**src/rtl/imm_ext_arbiter.sv**
```systemverilog
// Shared 16->32 immediate-extension unit: two-requester round-robin arbiter
// feeding a single valid/ready output register.
//
// state    | meaning
// ---------+--------------------------------------------------------
// ST_EMPTY | output register holds no result (out_valid = 0)
// ST_FULL  | output register holds a result awaiting out_ready
module imm_ext_arbiter (
    input  logic        clk,
    input  logic        rst_n,
    input  logic        req0_valid,
    input  logic [15:0] req0_imm,
    input  logic [1:0]  req0_mode,
    output logic        req0_ready,
    input  logic        req1_valid,
    input  logic [15:0] req1_imm,
    input  logic [1:0]  req1_mode,
    output logic        req1_ready,
    output logic        out_valid,
    output logic [31:0] out_data,
    output logic        out_id,
    input  logic        out_ready
);

    typedef enum logic {
        ST_EMPTY = 1'b0,
        ST_FULL  = 1'b1
    } state_t;

    state_t      r_state;
    logic [31:0] r_out_data;
    logic        r_out_id;
    logic        r_last_grant;

    logic        w_load;
    logic        w_any_valid;
    logic        w_grant_id;
    logic        w_grant;
    logic [15:0] w_sel_imm;
    logic [1:0]  w_sel_mode;
    logic [31:0] w_ext;

    function automatic logic [31:0] f_extend(input logic [15:0] imm, input logic [1:0] mode);
        logic [31:0] v_res;
        case (mode)
            2'b00:   v_res = {16'h0000, imm};
            2'b01:   v_res = {{16{imm[15]}}, imm};
            2'b10:   v_res = {imm, 16'h0000};
            default: v_res = {{14{imm[15]}}, imm, 2'b00};
        endcase
        return v_res;
    endfunction

    // rst_n gates load so neither ready can rise while reset is held.
    assign w_load      = rst_n && ((r_state == ST_EMPTY) || out_ready);
    assign w_any_valid = req0_valid || req1_valid;

    always_comb begin
        w_grant_id = 1'b0;
        if (req0_valid && req1_valid) begin
            w_grant_id = ~r_last_grant;
        end else begin
            w_grant_id = req1_valid;
        end
    end

    assign w_grant    = w_load && w_any_valid;
    assign req0_ready = w_grant && !w_grant_id;
    assign req1_ready = w_grant && w_grant_id;

    assign w_sel_imm  = w_grant_id ? req1_imm  : req0_imm;
    assign w_sel_mode = w_grant_id ? req1_mode : req0_mode;
    assign w_ext      = f_extend(w_sel_imm, w_sel_mode);

    always_ff @(posedge clk or negedge rst_n) begin
        if (!rst_n) begin
            r_state      <= ST_EMPTY;
            r_out_data   <= 32'h0;
            r_out_id     <= 1'b0;
            r_last_grant <= 1'b1;
        end else begin
            case (r_state)
                ST_EMPTY: begin
                    if (w_grant) begin
                        r_state      <= ST_FULL;
                        r_out_data   <= w_ext;
                        r_out_id     <= w_grant_id;
                        r_last_grant <= w_grant_id;
                    end
                end
                ST_FULL: begin
                    if (out_ready) begin
                        if (w_grant) begin
                            r_out_data   <= w_ext;
                            r_out_id     <= w_grant_id;
                            r_last_grant <= w_grant_id;
                        end else begin
                            r_state <= ST_EMPTY;
                        end
                    end
                end
                default: r_state <= ST_EMPTY;
            endcase
        end
    end

    assign out_valid = (r_state == ST_FULL);
    assign out_data  = r_out_data;
    assign out_id    = r_out_id;

endmodule

```
**config.mk**
```make
export PLATFORM = sky130hd
export DESIGN_NAME = imm_ext_arbiter
export DESIGN_NICKNAME = d
export VERILOG_FILES = /design/src/rtl/imm_ext_arbiter.sv
export SDC_FILE = /design/constraint.sdc
export NUM_CORES = 1
export LEC_CHECK = 0
export BUFFER_PORTS_ARGS = -buffer_cell sky130_fd_sc_hd__buf_2
export CAP_MARGIN = 20
export CORE_MARGIN = 2
export CORE_UTILIZATION = 53
export CTS_CLUSTER_DIAMETER = 80
export DETAILED_ROUTE_END_ITERATION = 7
export GPL_ROUTABILITY_DRIVEN = 0
export PLACE_DENSITY = 0.89
export SLEW_MARGIN = 20
export SYNTH_ARGS = -nofsm -noshare
export SYNTH_HDL_FRONTEND = slang
export SYNTH_SLANG_ARGS = --single-unit
```
**constraint.sdc**
```tcl
create_clock -name clk -period 2.8 [get_ports clk]
set_input_delay 0.28 -clock clk [delete_from_list [all_inputs] [get_ports clk]]
set_output_delay 0.28 -clock clk [all_outputs]
set_load 0.1 [all_outputs]
```
==> flow_metrics.env <==
export IMPL_status="finished clean"
export IMPL_drc=0
export IMPL_hold_path_class="primary input to asynchronous set/reset pin"
export IMPL_ys_seq_elements=35
export IMPL_cts_root_buffer="clkbuf_8"
export IMPL_first_pass_iters=4
export IMPL_required_ns=2.52
export IMPL_antenna_found_initial=0
export IMPL_cp_arrival_ns=1.67
export IMPL_overflow=0
export IMPL_vias=1908
export IMPL_synth_top_cell_by_area="dfrtp_1"
export IMPL_netlist_area_leader_share_pct=41.67
export IMPL_die_width_um=66.07
export IMPL_finalClockSkew_ns=0.003063
export IMPL_leakagePower_nw=1.152
export IMPL_detail_route_antenna_nets=0
export IMPL_regToRegStartpoint="r_last_grant$_DFFE_PN1P_"
export IMPL_io_pins=77
export IMPL_final_nets=312
export IMPL_area_delta_synth_final_pct=20.47
export IMPL_period_share_pct=69.52
export IMPL_yosysMostFrequentCell="dfrtp_1"
export IMPL_syn_area_per_cell_um2=10.06
export IMPL_tightestPinTransition_ns=0.5286
export IMPL_synthTopCellsByArea="dfrtp_1 (42%), o22a_1 (6.0%), mux2i_1 (5.9%)"
export IMPL_clk_latency_ns=0.28
export IMPL_start_util_pct=55.36
export IMPL_diodes=0
export IMPL_cts_buffers_inserted=5
export IMPL_synth_edf_count=0
export IMPL_startpoint="out_valid$_DFF_PN0_"
export IMPL_cap_viol_max_count=0
export IMPL_cts_repair_resized=0
export IMPL_grt_usage_pct=26.36
export IMPL_fin_cells=320
export IMPL_multi_input_area_um2=1028
export IMPL_dp_cells=312
export IMPL_rsz0062_at_grt="false"
export IMPL_min_period_ns=1.946
export IMPL_final_cell_area_um2=2460
export IMPL_netlist_instances=203
export IMPL_totalPowerFinal_w=0.002140
export IMPL_numPortBuffers=76
export IMPL_vdd_ir_drop_worst_mv=0.5565
export IMPL_synth_ff_type="dfrtp_1"
export IMPL_core_area_um2=3689
export IMPL_setup_viol=0
export IMPL_path_clk_slew_ns=0.06
export IMPL_crit_chain="nand2b_1, nand2b_4, nor2_2, buf_2"
export IMPL_drt_wirelength_per_cell_um=16.75
export IMPL_vias_per_cell=5.963
export IMPL_fmax_ghz=0.5138
export IMPL_cts_tree="built"
export IMPL_htreeDepth=2
export IMPL_slowest_stage="buf_2"
export IMPL_end_kind="output pin"
export IMPL_netlist_area_um2=2042
export IMPL_cts_setup_buffers=0
export IMPL_wirelength_um=5360
export IMPL_yosys_warnings=0
export IMPL_drt_first_iter_violations=129
export IMPL_start_kind="flip-flop"
export IMPL_power_density_nw_per_um2=869.8
export IMPL_dpl_hpwl_um=3828
export IMPL_crit_type="flip-flop to output pin"
export IMPL_drive_above_1_share_pct=36.03
export IMPL_reg2reg_depth=4
export IMPL_hold_violations=0
export IMPL_relSlewSlack_pct=64.60
export IMPL_fin_setup_tns_ns=0
export IMPL_num_rows=22
export IMPL_die_area_um2=4365
export IMPL_max_stage_delay_ns=0.44
export IMPL_yosys_top_cells_count="dfrtp_1 (34), nor2_1 (26), nor3b_1 (14), o22a_1 (14), nand2_1 (13)"
export IMPL_postPlaceCellArea_um2=2380
export IMPL_seq_area_frac_synth_pct=42.95
export IMPL_synth_cell_types=34
export IMPL_die_y_um=66.07
export IMPL_async_flop_share_pct=100.0
export IMPL_fillers=328
export IMPL_postCtsHoldBufs=0
export IMPL_grt_max_degree=36
export IMPL_synth_nets=244
export IMPL_seqCellArea_um2=877.1
export IMPL_crit_path_max_fanout=24
export IMPL_finalMaxSlewViolations=0
export IMPL_cts_sinks=35
export IMPL_grt_pass1_wl_um=8818
export IMPL_cts_buffer_depth=2
export IMPL_grt_pass1_vias=1867
[cell type report]
type | count | share of cell area (%)
Tap cell | 48 | 2.442
Multi-Input combinational cell | 148 | 41.81
Timing Repair Buffer | 80 | 16.68
Inverter | 1 | 0.1526
Sequential cell | 35 | 35.66
Clock buffer | 8 | 3.255
[power by group]
group	leakage, nW	internal [W]	switching (W)
combinational	0.706	0.000204	0.000928
clock	0.0395	0.000177	0.000174
sequential	0.407	0.000604	0.0000539
total	1.15	0.000984	0.00116
[through the flow]
stage                     util, %  worst slack (ns)  hold slack (ns)
after global placement      64.52            0.9731           0.3523
after CTS                   66.69            0.8505          0.05083
after floorplan                 -            0.3325         -0.01559
final                       66.69            0.8536          0.04437
after global routing        66.69            0.7284          0.07383
after detailed placement    64.52            0.9257           0.3570
[critical path, delay by kind of cell, from the launching register on]
| family | cells | cell delay, ns |
|---|---|---|
| AND/OR/NAND/NOR | 3 | 0.55 |
| buffers and inverters | 1 | 0.44 |
| flip-flops | 1 | 0.37 |
[metal layers]
layer / vias up / share of wire, % / GRT usage, %
li1: 899 / - / -
met1: 920 / 43 / 34.73
met2: 82 / 48 / 41.92
met3: 7 / 8.0 / 7.155
met4: 0 / 1.0 / 9.184
met5: - / 0 / 0
[path summary, 6_finish.rpt]
kind / to / slack [ns]
worst max-delay path: req1_ready / 0.85
worst min-delay path: out_data[30]$_DFFE_PN0P_ / 0.04
worst max register to register: out_data[28]$_DFFE_PN0P_ / 0.95
worst min register to register: out_data[1]$_DFFE_PN0P_ / 0.48
max in group asynchronous: r_last_grant$_DFFE_PN1P_ / 2.42
min in group clk: out_valid$_DFF_PN0_ / 0.32
[cells in the final DEF, fill, tap and decap left out]
| master | synthesis | final |
|---|---|---|
| o22ai_1 | 11 | 11 |
| inv_1 | 1 | 1 |
| a211oi_1 | 1 | 1 |
| mux2i_4 | 1 | 1 |
| and3_1 | 6 | 6 |
| nor3b_1 | 14 | 14 |
| mux2_4 | 1 | 1 |
| nor2_1 | 26 | 24 |
| clkbuf_1 | 3 | 3 |
| buf_2 | 7 | 76 |
| a221oi_1 | 2 | 2 |
| a21oi_1 | 4 | 4 |
| nor2b_2 | 0 | 1 |
| dfrtp_1 | 34 | 34 |
| buf_4 | 2 | 4 |
| mux2_2 | 2 | 2 |
| nand3_2 | 1 | 1 |
| dfstp_2 | 1 | 1 |
| a31oi_1 | 6 | 6 |
| and2_1 | 1 | 1 |
| o22a_1 | 14 | 14 |
| a21boi_4 | 1 | 1 |
| nor2_2 | 0 | 2 |
| a21bo_2 | 1 | 1 |
| o31ai_1 | 3 | 3 |
| o31ai_2 | 1 | 1 |
| nand2b_4 | 1 | 1 |
| nand3_1 | 4 | 4 |
| nand2_1 | 13 | 13 |
| o21ai_1 | 4 | 4 |
| clkbuf_8 | 0 | 5 |
| a21o_1 | 3 | 3 |
| mux2i_1 | 12 | 12 |
| nor2b_1 | 3 | 2 |
| nand2b_1 | 1 | 1 |
| a311oi_1 | 11 | 11 |
[flip-flops by register name, summed over array words and instances (netlist names)]
signal,flops
r_last_grant,1
out_id,1
out_data,32
out_valid,1
[cell families (layout without fill, tap and decap cells)]
family | after synthesis | after routing | synth area share (%)
AO/OA/AOI/OAI | 62 | 62 | 23.35
buffers and inverters | 20 | 89 | 7.046
flip-flops | 35 | 35 | 42.95
multiplexers | 16 | 16 | 8.823
AND/OR/NAND/NOR | 70 | 70 | 17.83
Note: power is estimated with default switching activity, not from simulation.
